===== src/rtl/simple_phase_ctrl_if.sv =====
// Instruction/memory/branch handshake and status bundle between the phase
// sequencer (slave) and the surrounding datapath or bench (master).
interface simple_phase_ctrl_if;
  logic        start;
  logic [15:0] command;
  logic        mem_ready;
  logic        branch_taken;
  logic [15:0] branch_target;
  logic [15:0] pc;
  logic [15:0] ir;
  logic [4:0]  stage_en;
  logic        running;
  logic        halted;
  logic        fault;
  logic [15:0] retired;

  modport master (
    output start, command, mem_ready, branch_taken, branch_target,
    input  pc, ir, stage_en, running, halted, fault, retired
  );

  modport slave (
    input  start, command, mem_ready, branch_taken, branch_target,
    output pc, ir, stage_en, running, halted, fault, retired
  );
endinterface


===== src/rtl/simple_phase_ctrl.sv =====
// Multicycle FETCH/DECODE/EXEC/MEM/WB sequencer for the 16-bit SIMPLE datapath.
// Owns pc and ir, stalls MEM on the data-memory handshake, stops on HLT or timeout.
module simple_phase_ctrl #(
  parameter logic [15:0] PC_RESET    = 16'h0000,
  parameter logic [7:0]  MEM_TIMEOUT = 8'd255
) (
  input logic           clock,
  input logic           reset_n,
  simple_phase_ctrl_if.slave bus
);

  typedef enum logic [2:0] {
    S_IDLE   = 3'd0,
    S_FETCH  = 3'd1,
    S_DECODE = 3'd2,
    S_EXEC   = 3'd3,
    S_MEM    = 3'd4,
    S_WB     = 3'd5,
    S_HALT   = 3'd6,
    S_FAULT  = 3'd7
  } state_t;

  state_t      r_state;
  state_t      w_state_nxt;
  logic [15:0] r_pc;
  logic [15:0] r_ir;
  logic [15:0] r_retired;
  logic [7:0]  r_wait_cnt;
  logic        r_br_taken;
  logic [15:0] r_br_target;

  logic        w_is_hlt;
  logic        w_is_mem;
  logic        w_idle_like;
  logic [4:0]  w_stage_en;

  assign w_is_hlt    = (r_ir[15:14] == 2'b11) && (r_ir[7:4] == 4'hF);
  assign w_is_mem    = (r_ir[15:14] == 2'b00) || (r_ir[15:14] == 2'b01);
  assign w_idle_like = (r_state == S_IDLE) || (r_state == S_HALT) || (r_state == S_FAULT);

  always_ff @(posedge clock or negedge reset_n) begin
    if (!reset_n) begin
      r_state <= S_IDLE;
    end else begin
      r_state <= w_state_nxt;
    end
  end

  always_comb begin
    w_state_nxt = r_state;
    w_stage_en  = 5'b00000;
    case (r_state)
      S_IDLE, S_HALT, S_FAULT: begin
        if (bus.start) w_state_nxt = S_FETCH;
      end
      S_FETCH: begin
        w_stage_en  = 5'b00001;
        w_state_nxt = S_DECODE;
      end
      S_DECODE: begin
        w_stage_en  = 5'b00010;
        w_state_nxt = w_is_hlt ? S_HALT : S_EXEC;
      end
      S_EXEC: begin
        w_stage_en  = 5'b00100;
        w_state_nxt = S_MEM;
      end
      S_MEM: begin
        w_stage_en = 5'b01000;
        // mem_ready on the last allowed wait cycle still completes the access
        if (!w_is_mem || bus.mem_ready)             w_state_nxt = S_WB;
        else if (r_wait_cnt == MEM_TIMEOUT - 8'd1)  w_state_nxt = S_FAULT;
      end
      S_WB: begin
        w_stage_en  = 5'b10000;
        w_state_nxt = S_FETCH;
      end
      default: w_state_nxt = S_IDLE;
    endcase
  end

  always_ff @(posedge clock or negedge reset_n) begin
    if (!reset_n) begin
      r_pc        <= PC_RESET;
      r_ir        <= 16'h0000;
      r_retired   <= 16'h0000;
      r_wait_cnt  <= 8'd0;
      r_br_taken  <= 1'b0;
      r_br_target <= 16'h0000;
    end else begin
      if (w_idle_like && bus.start) r_pc <= PC_RESET;
      if (r_state == S_FETCH) r_ir <= bus.command;
      if (r_state == S_EXEC) begin
        r_br_taken  <= bus.branch_taken;
        r_br_target <= bus.branch_target;
        r_wait_cnt  <= 8'd0;
      end
      if ((r_state == S_MEM) && w_is_mem && !bus.mem_ready) r_wait_cnt <= r_wait_cnt + 8'd1;
      if (r_state == S_WB) begin
        r_pc      <= r_br_taken ? r_br_target : r_pc + 16'd1;
        r_retired <= r_retired + 16'd1;
      end
    end
  end

  assign bus.pc       = r_pc;
  assign bus.ir       = r_ir;
  assign bus.stage_en = w_stage_en;
  assign bus.running  = (w_stage_en != 5'b00000);
  assign bus.halted   = (r_state == S_HALT);
  assign bus.fault    = (r_state == S_FAULT);
  assign bus.retired  = r_retired;

endmodule


===== src/flat_wrapper.sv =====
// flat-port wrapper written by rule: the top's interface ports become plain ports
module simple_phase_ctrl_flat 
#(
  parameter logic [15:0] PC_RESET    = 16'h0000,
  parameter logic [7:0]  MEM_TIMEOUT = 8'd255
)
  (clock, reset_n, bus_start, bus_command, bus_mem_ready, bus_branch_taken, bus_branch_target, bus_pc, bus_ir, bus_stage_en, bus_running, bus_halted, bus_fault, bus_retired);
  simple_phase_ctrl_if bus_i ();
  input logic clock;
  input logic reset_n;
  input wire logic [$bits(bus_i.start)-1:0] bus_start;
  input wire logic [$bits(bus_i.command)-1:0] bus_command;
  input wire logic [$bits(bus_i.mem_ready)-1:0] bus_mem_ready;
  input wire logic [$bits(bus_i.branch_taken)-1:0] bus_branch_taken;
  input wire logic [$bits(bus_i.branch_target)-1:0] bus_branch_target;
  output wire logic [$bits(bus_i.pc)-1:0] bus_pc;
  output wire logic [$bits(bus_i.ir)-1:0] bus_ir;
  output wire logic [$bits(bus_i.stage_en)-1:0] bus_stage_en;
  output wire logic [$bits(bus_i.running)-1:0] bus_running;
  output wire logic [$bits(bus_i.halted)-1:0] bus_halted;
  output wire logic [$bits(bus_i.fault)-1:0] bus_fault;
  output wire logic [$bits(bus_i.retired)-1:0] bus_retired;
  assign bus_i.start = bus_start;
  assign bus_i.command = bus_command;
  assign bus_i.mem_ready = bus_mem_ready;
  assign bus_i.branch_taken = bus_branch_taken;
  assign bus_i.branch_target = bus_branch_target;
  assign bus_pc = bus_i.pc;
  assign bus_ir = bus_i.ir;
  assign bus_stage_en = bus_i.stage_en;
  assign bus_running = bus_i.running;
  assign bus_halted = bus_i.halted;
  assign bus_fault = bus_i.fault;
  assign bus_retired = bus_i.retired;
  simple_phase_ctrl #(.PC_RESET(PC_RESET), .MEM_TIMEOUT(MEM_TIMEOUT)) u_core (.clock(clock), .reset_n(reset_n), .bus(bus_i));
endmodule

===== config.mk =====
export PLATFORM = sky130hd
export DESIGN_NAME = simple_phase_ctrl_flat
export DESIGN_NICKNAME = d
export VERILOG_FILES = /design/src/rtl/simple_phase_ctrl_if.sv /design/src/rtl/simple_phase_ctrl.sv /design/src/flat_wrapper.sv
export SDC_FILE = /design/constraint.sdc
export NUM_CORES = 1
export LEC_CHECK = 0
export CAP_MARGIN = 20
export CELL_PAD_IN_SITES_DETAIL_PLACEMENT = 0
export CELL_PAD_IN_SITES_GLOBAL_PLACEMENT = 1
export CORE_MARGIN = 2
export CORE_UTILIZATION = 30
export CTS_CLUSTER_DIAMETER = 40
export DETAILED_ROUTE_END_ITERATION = 8
export PLACE_DENSITY_LB_ADDON = 0.15
export RECOVER_POWER = 100
export SLEW_MARGIN = 5
export SYNTH_ARGS = -nofsm -noshare
export SYNTH_HDL_FRONTEND = slang
export SYNTH_SLANG_ARGS = --single-unit

===== constraint.sdc =====
create_clock -name clock -period 1.91 [get_ports clock]
set_clock_uncertainty 0.05 [all_clocks]
set_input_delay 0.382 -clock clock [delete_from_list [all_inputs] [get_ports clock]]
set_output_delay 0.382 -clock clock [all_outputs]
set_load 0.01 [all_outputs]

== Word-level counts from Yosys, hierarchy flattened ==
Index checks and enable logic that the tools add are counted.
W data, S select, Z words.

* Mux-type cells: 11
* Eq/ne operators: 13
* Add/sub/neg operators: 3
* Reductions and logical operators: 17

{| class="wikitable"
|+ Operators with widths
! kind !! number
|-
| $mux W16 || 3
|-
| $add A16 B1 Y16 const B || 2
|-
| $pmux W5 S5 || 1
|-
| $pmux W3 S6 || 1
|-
| $mux W8 || 2
|-
| $eq A3 B3 Y1 const B || 4
|-
| $mux W3 || 4
|-
| $add A8 B1 Y8 const B || 1
|-
| $eq A8 B8 Y1 const B || 1
|-
| $eq A3 B2 Y1 const B || 2
|-
| $reduce_bool A5 Y1 || 1
|-
| $eq A4 B4 Y1 const B || 1
|-
| $logic_and A1 B1 Y1 || 4
|-
| $logic_or A1 B1 Y1 || 4
|-
| $reduce_bool A2 Y1 || 2
|-
| $eq A3 B1 Y1 const B || 1
|-
| $logic_not A3 Y1 || 1
|-
| $ne A3 B1 Y1 const B || 1
|-
| $reduce_or A3 Y1 || 1
|-
| $eq A2 B1 Y1 const B || 1
|-
| $eq A2 B2 Y1 const B || 1
|-
| $logic_not A1 Y1 || 2
|-
| $logic_not A2 Y1 || 1
|-
| $ne A2 B2 Y1 const B || 1
|-
| $reduce_and A2 Y1 || 1
|}

* Logic and storage cells: 51
* Register bits: 76
* Bits of input ports: 37
* Output and inout port bits: 56

== Logic depth before layout (Yosys ltp) ==
* Depth after elaboration: 6
* Depth in mapped cells: 6
* Depth with buffers taken out: 6

== Worst setup path before layout ==
OpenSTA, ideal clock, no wires.

* Path kind: register -> register
* Start point: register u_core.r_pc[0], in the netlist u_core.bus.pc[0]
* End point: register u_core.r_pc[10], in the netlist u_core.bus.pc[10]
* Cell stages (with the launch flop): 6
* Buffers on the path: 0
* Arrival time: 1,555 ps
* Setup time: 66 ps
* Required time: 1,794 ps
* Clock period less this slack: 1,670 ps
* Setup slack: 240 ps
* Cell sequence: dfrtp_1 -> ha_1 -> nand3_2 -> or4_1 -> o21ai_1 -> a22o_1

* Word-level cells in the longest chain between the ends: 3

{| class="wikitable"
|+ Ends and longest elaborated chain
! what !! line !! source
|-
| start: declaration || simple_phase_ctrl.sv:25 || <nowiki>logic [15:0] r_pc;</nowiki>
|-
| start signal: assignment || simple_phase_ctrl.sv:100 || <nowiki>r_pc <= r_br_taken ? r_br_target : r_pc + 16'd1;</nowiki>
|-
| $add A16 B1 Y16 || simple_phase_ctrl.sv:100 ||
|-
| $mux W16 || simple_phase_ctrl.sv:100 ||
|-
| $mux W16 || simple_phase_ctrl.sv:99 || <nowiki>if (r_state == S_WB) begin</nowiki>
|}

Every way passes these cells.
A chain may end at the register's enable or synchronous reset.

== Final worst setup path ==
* Start point: register u_core.r_pc[2], in the netlist u_core.bus.pc[2]
* End point: output bus_pc[2]

{| class="wikitable"
|+ RTL lines
! what !! line !! source
|-
| end: declaration || flat_wrapper.sv:16 || <nowiki>output wire logic [$bits(bus_i.pc)-1:0] bus_pc;</nowiki>
|}

No word-level cell between the ends.

==> metrics.md <==
| Metric | Value |
|---|---|
| Hpwl dp | `6730 µm` |
| CTS Root Buffer Type | `clkbuf_16` |
| Arrival time at the worst endpoint | `roughly 1400 ps` |
| Worst Max-Slew Pin Slew | `1070 ps` |
| Largest net degree at the start of global routing | `77` |
| Fill cells | `1179` |
| Placed Cells | `614` |
| Maximum root-to-sink buffer count | `2` |
| Fin crit share | `a little over nine tenths` |
| Top_reg_cell synth | `dfrtp_1` |
| Sequential share of the synthesized area | `52.2%` |
| Initial core utilization | `between 30% and 40%` |
| Die ar. | `13100 µm²` |
| Mapped Cells | `370` |
| Core area | `around 12000 µm²` |
| Layout cells sized above 1 | `13.5%` |
| Reg clk slew, reported paths | `60 ps` |
| Most frequent cells in the layout | `74 x dfrtp_1, 70 x nand2_1, 54 x clkdlybuf4s50_1` |
| GRT overflow | `0` |
| Commonest non-fill, non-tap cell in the layout | `dfrtp_1` |
| Top cell type's share of synthesized area | `52.2%` |
| First-pass GRT wire length | `~16000 µm` |
| Top Family by Delay on Critical Path | `buffers and inverters` |
| Slowest stage cell on the critical path | `clkdlybuf4s50_1` |
| CP Launch Type | `register` |
| Footprint of the multi-input gates | `1620 µm²` |
| Tot GR Track Use | `15.9%` |
| Row Count | `40` |
| Worst Path Class, Setup | `register to primary output` |
| FF/Latch Area | `1900 µm²` |
| Setup violators final | `0` |
| Max FO, Critical Path | `8` |
| Critical-path cell list | `clkdlybuf4s50_1` |
| Initial antenna violation count | `0` |
| Status | `finished, final reports clean` |
| Final Hold Viols | `0` |
| # diodes | `0` |
| I/O Buffers | `92` |
| Pwr dens | `1460 nW/µm²` |
| Max_cap viols | `0` |
| Yosys top cell by area | `dfrtp_1` |
| Vias in the first global route | `3037` |
| Drt first pass iters | `4` |
| Die H | `114 µm` |
| Worst hold slack | `307 ps` |
| CTS Buf Count | `9` |
| CP required | `1480 ps` |
| Critical Path End Type | `primary output` |
| Asr flop ratio synth | `100%` |
| Vias per cell | `4.92` |
| Pins Over Slew Limit | `0` |
| CTS tree | `yes` |
| Leakage | `2.28 nW` |
| CP max stage delay | `about 600 ps` |
| Drt first-iter violations | `167` |
| Post-synth net total | `411` |
| Ports | `93` |
| Clock sink count | `76` |
| Final ANT Viol Nets | `0` |
| Syn. warnings | `0` |
| DR WL/cell | `15.5 µm` |
| Die width | `about 110 µm` |
| Worst min path class | `input pin to asynchronous set/reset pin` |
| Final #Nets | `525` |
| Worst-case headroom to the max-slew limit | `28.9%` |
| Routed via count | `3127` |
| Layout Cells excl Fill | `636` |
| H-tree levels | `3` |
| Fmax | `~540 MHz` |
| Drt drc | `0` |
| Setup TNS | `0 ps` |
| #FFs+latches synth | `76` |
| Cell variety after synth | `48` |
| Area delta synth->final | `42.0%` |
| Synthesized area per cell | `9.85 µm²` |
| Most area-consuming cells after synthesis | `dfrtp_1 52%, nand2_1 7.2%, xnor2_1 3.1%` |
| Routed WL | `9850 µm` |
| Minimum clock period | `about 1800 ps` |
| Max VDD drop | `around 0.6 mV` |
| Gpl congestion | `0.746` |
| Worst-skew pair later-pin latency | `around 340 ps` |
| Post-Syn Area | `3650 µm²` |
| Buffer and inverter count on the worst path | `1` |
| Post-synth EDFFs | `0` |
## logic make-up after synthesis
group	synth area share, %
simple gates	20.9
flops	52.2
compound gates	12.0
buf+inv	3.43
mux	6.31
xor+xnor	3.84
fa+ha+maj	1.37
## sequential cells by signal, indices dropped and copies added, names as in the netlist
name and count:
u_core.r_wait_cnt 8, u_core.r_br_taken 1, u_core.r_br_target 16, u_core.r_state 3, u_core.bus.pc 16, u_core.bus.retired 16, u_core.bus.ir 16
## cell usage after synthesis (all sizes together), types with 2 or more instances
| library cell | instances |
|---|---|
| nor3 | 12 |
| nand2 | 70 |
| a32oi | 3 |
| mux2i | 5 |
| xnor2 | 13 |
| a21oi | 18 |
| and4 | 2 |
| o2bb2ai | 6 |
| o21ai | 23 |
| o21bai | 2 |
| nor3b | 2 |
| mux2 | 16 |
| buf | 11 |
| and2 | 2 |
| nand3 | 16 |
| a22oi | 5 |
| inv | 11 |
| nor2 | 18 |
| dfrtp | 76 |
| nand2b | 2 |
| ha | 4 |
| xor2 | 3 |
| a31oi | 2 |
| and3 | 7 |
| nor4 | 9 |
| clkbuf | 7 |
| nand4 | 11 |
## timing repair
action | 4_1_cts | 5_1_grt
gates resized for setup | 24 | 5
hold buffers | 0 | 0
setup endpoints to repair | 8 | 7
pin swaps | 0 | 1
setup buffers | 3 | 3
## layout make-up
cell class	count	area share [%]
clock inverter	1	0.580
sequential	76	36.8
tap	147	3.55
inverter	11	0.846
clock buffer	15	5.17
multi-input combinational	265	31.3
timing repair buffer	121	21.8
## routing by layer
layer	vias up	share of wire, %	global-route usage [%]	wire length [µm]
li1	1540	-	-	-
met1	1528	47	21.0	4660
met2	51	48	25.0	4690
met3	8	3.7	5.03	363
met4	0	1.4	4.72	137
met5	-	0	0	0
## final timing paths
kind,start,endpoint,slack [ps],cells after the start
worst max-delay path,u_core.bus.pc[2]$_DFFE_PN0P_,bus_pc[2],60,1
worst min-delay path,reset_n,u_core.bus.retired[15]$_DFFE_PN0P_,310,2
worst max register to register,u_core.r_state[2]$_DFFE_PN0P_,u_core.bus.pc[2]$_DFFE_PN0P_,130,6
worst min register to register,u_core.bus.retired[15]$_DFFE_PN0P_,u_core.bus.retired[15]$_DFFE_PN0P_,410,1
max in group asynchronous,reset_n,u_core.r_state[1]$_DFFE_PN0P_,750,2
min in group clock,u_core.bus.retired[15]$_DFFE_PN0P_,u_core.bus.retired[15]$_DFFE_PN0P_,410,1
## power by group
part / internal, mW / switching [mW]
Combinational: 1.58 / 1.47
Clock: 1.09 / 0.629
Sequential: 2.20 / 0.570
## stage by stage
| stage | setup slack [ps] | util [%] | cell area (µm²) | total power, mW |
|---|---|---|---|---|
| final | 62.4 | 43.3 | 5180 | 7.54 |
| after global routing | -1.10 | 43.3 | 5180 | 8.10 |
| after CTS | 1.47 | 43.5 | 5200 | 7.75 |
| after detailed placement | -39.0 | 40.6 | 4860 | 5.91 |
| after global placement | -6.32 | 40.6 | 4860 | 5.86 |
| after floorplan | 240 | - | 3650 | 4.28 |
Note: power is estimated with default switching activity, not from simulation.
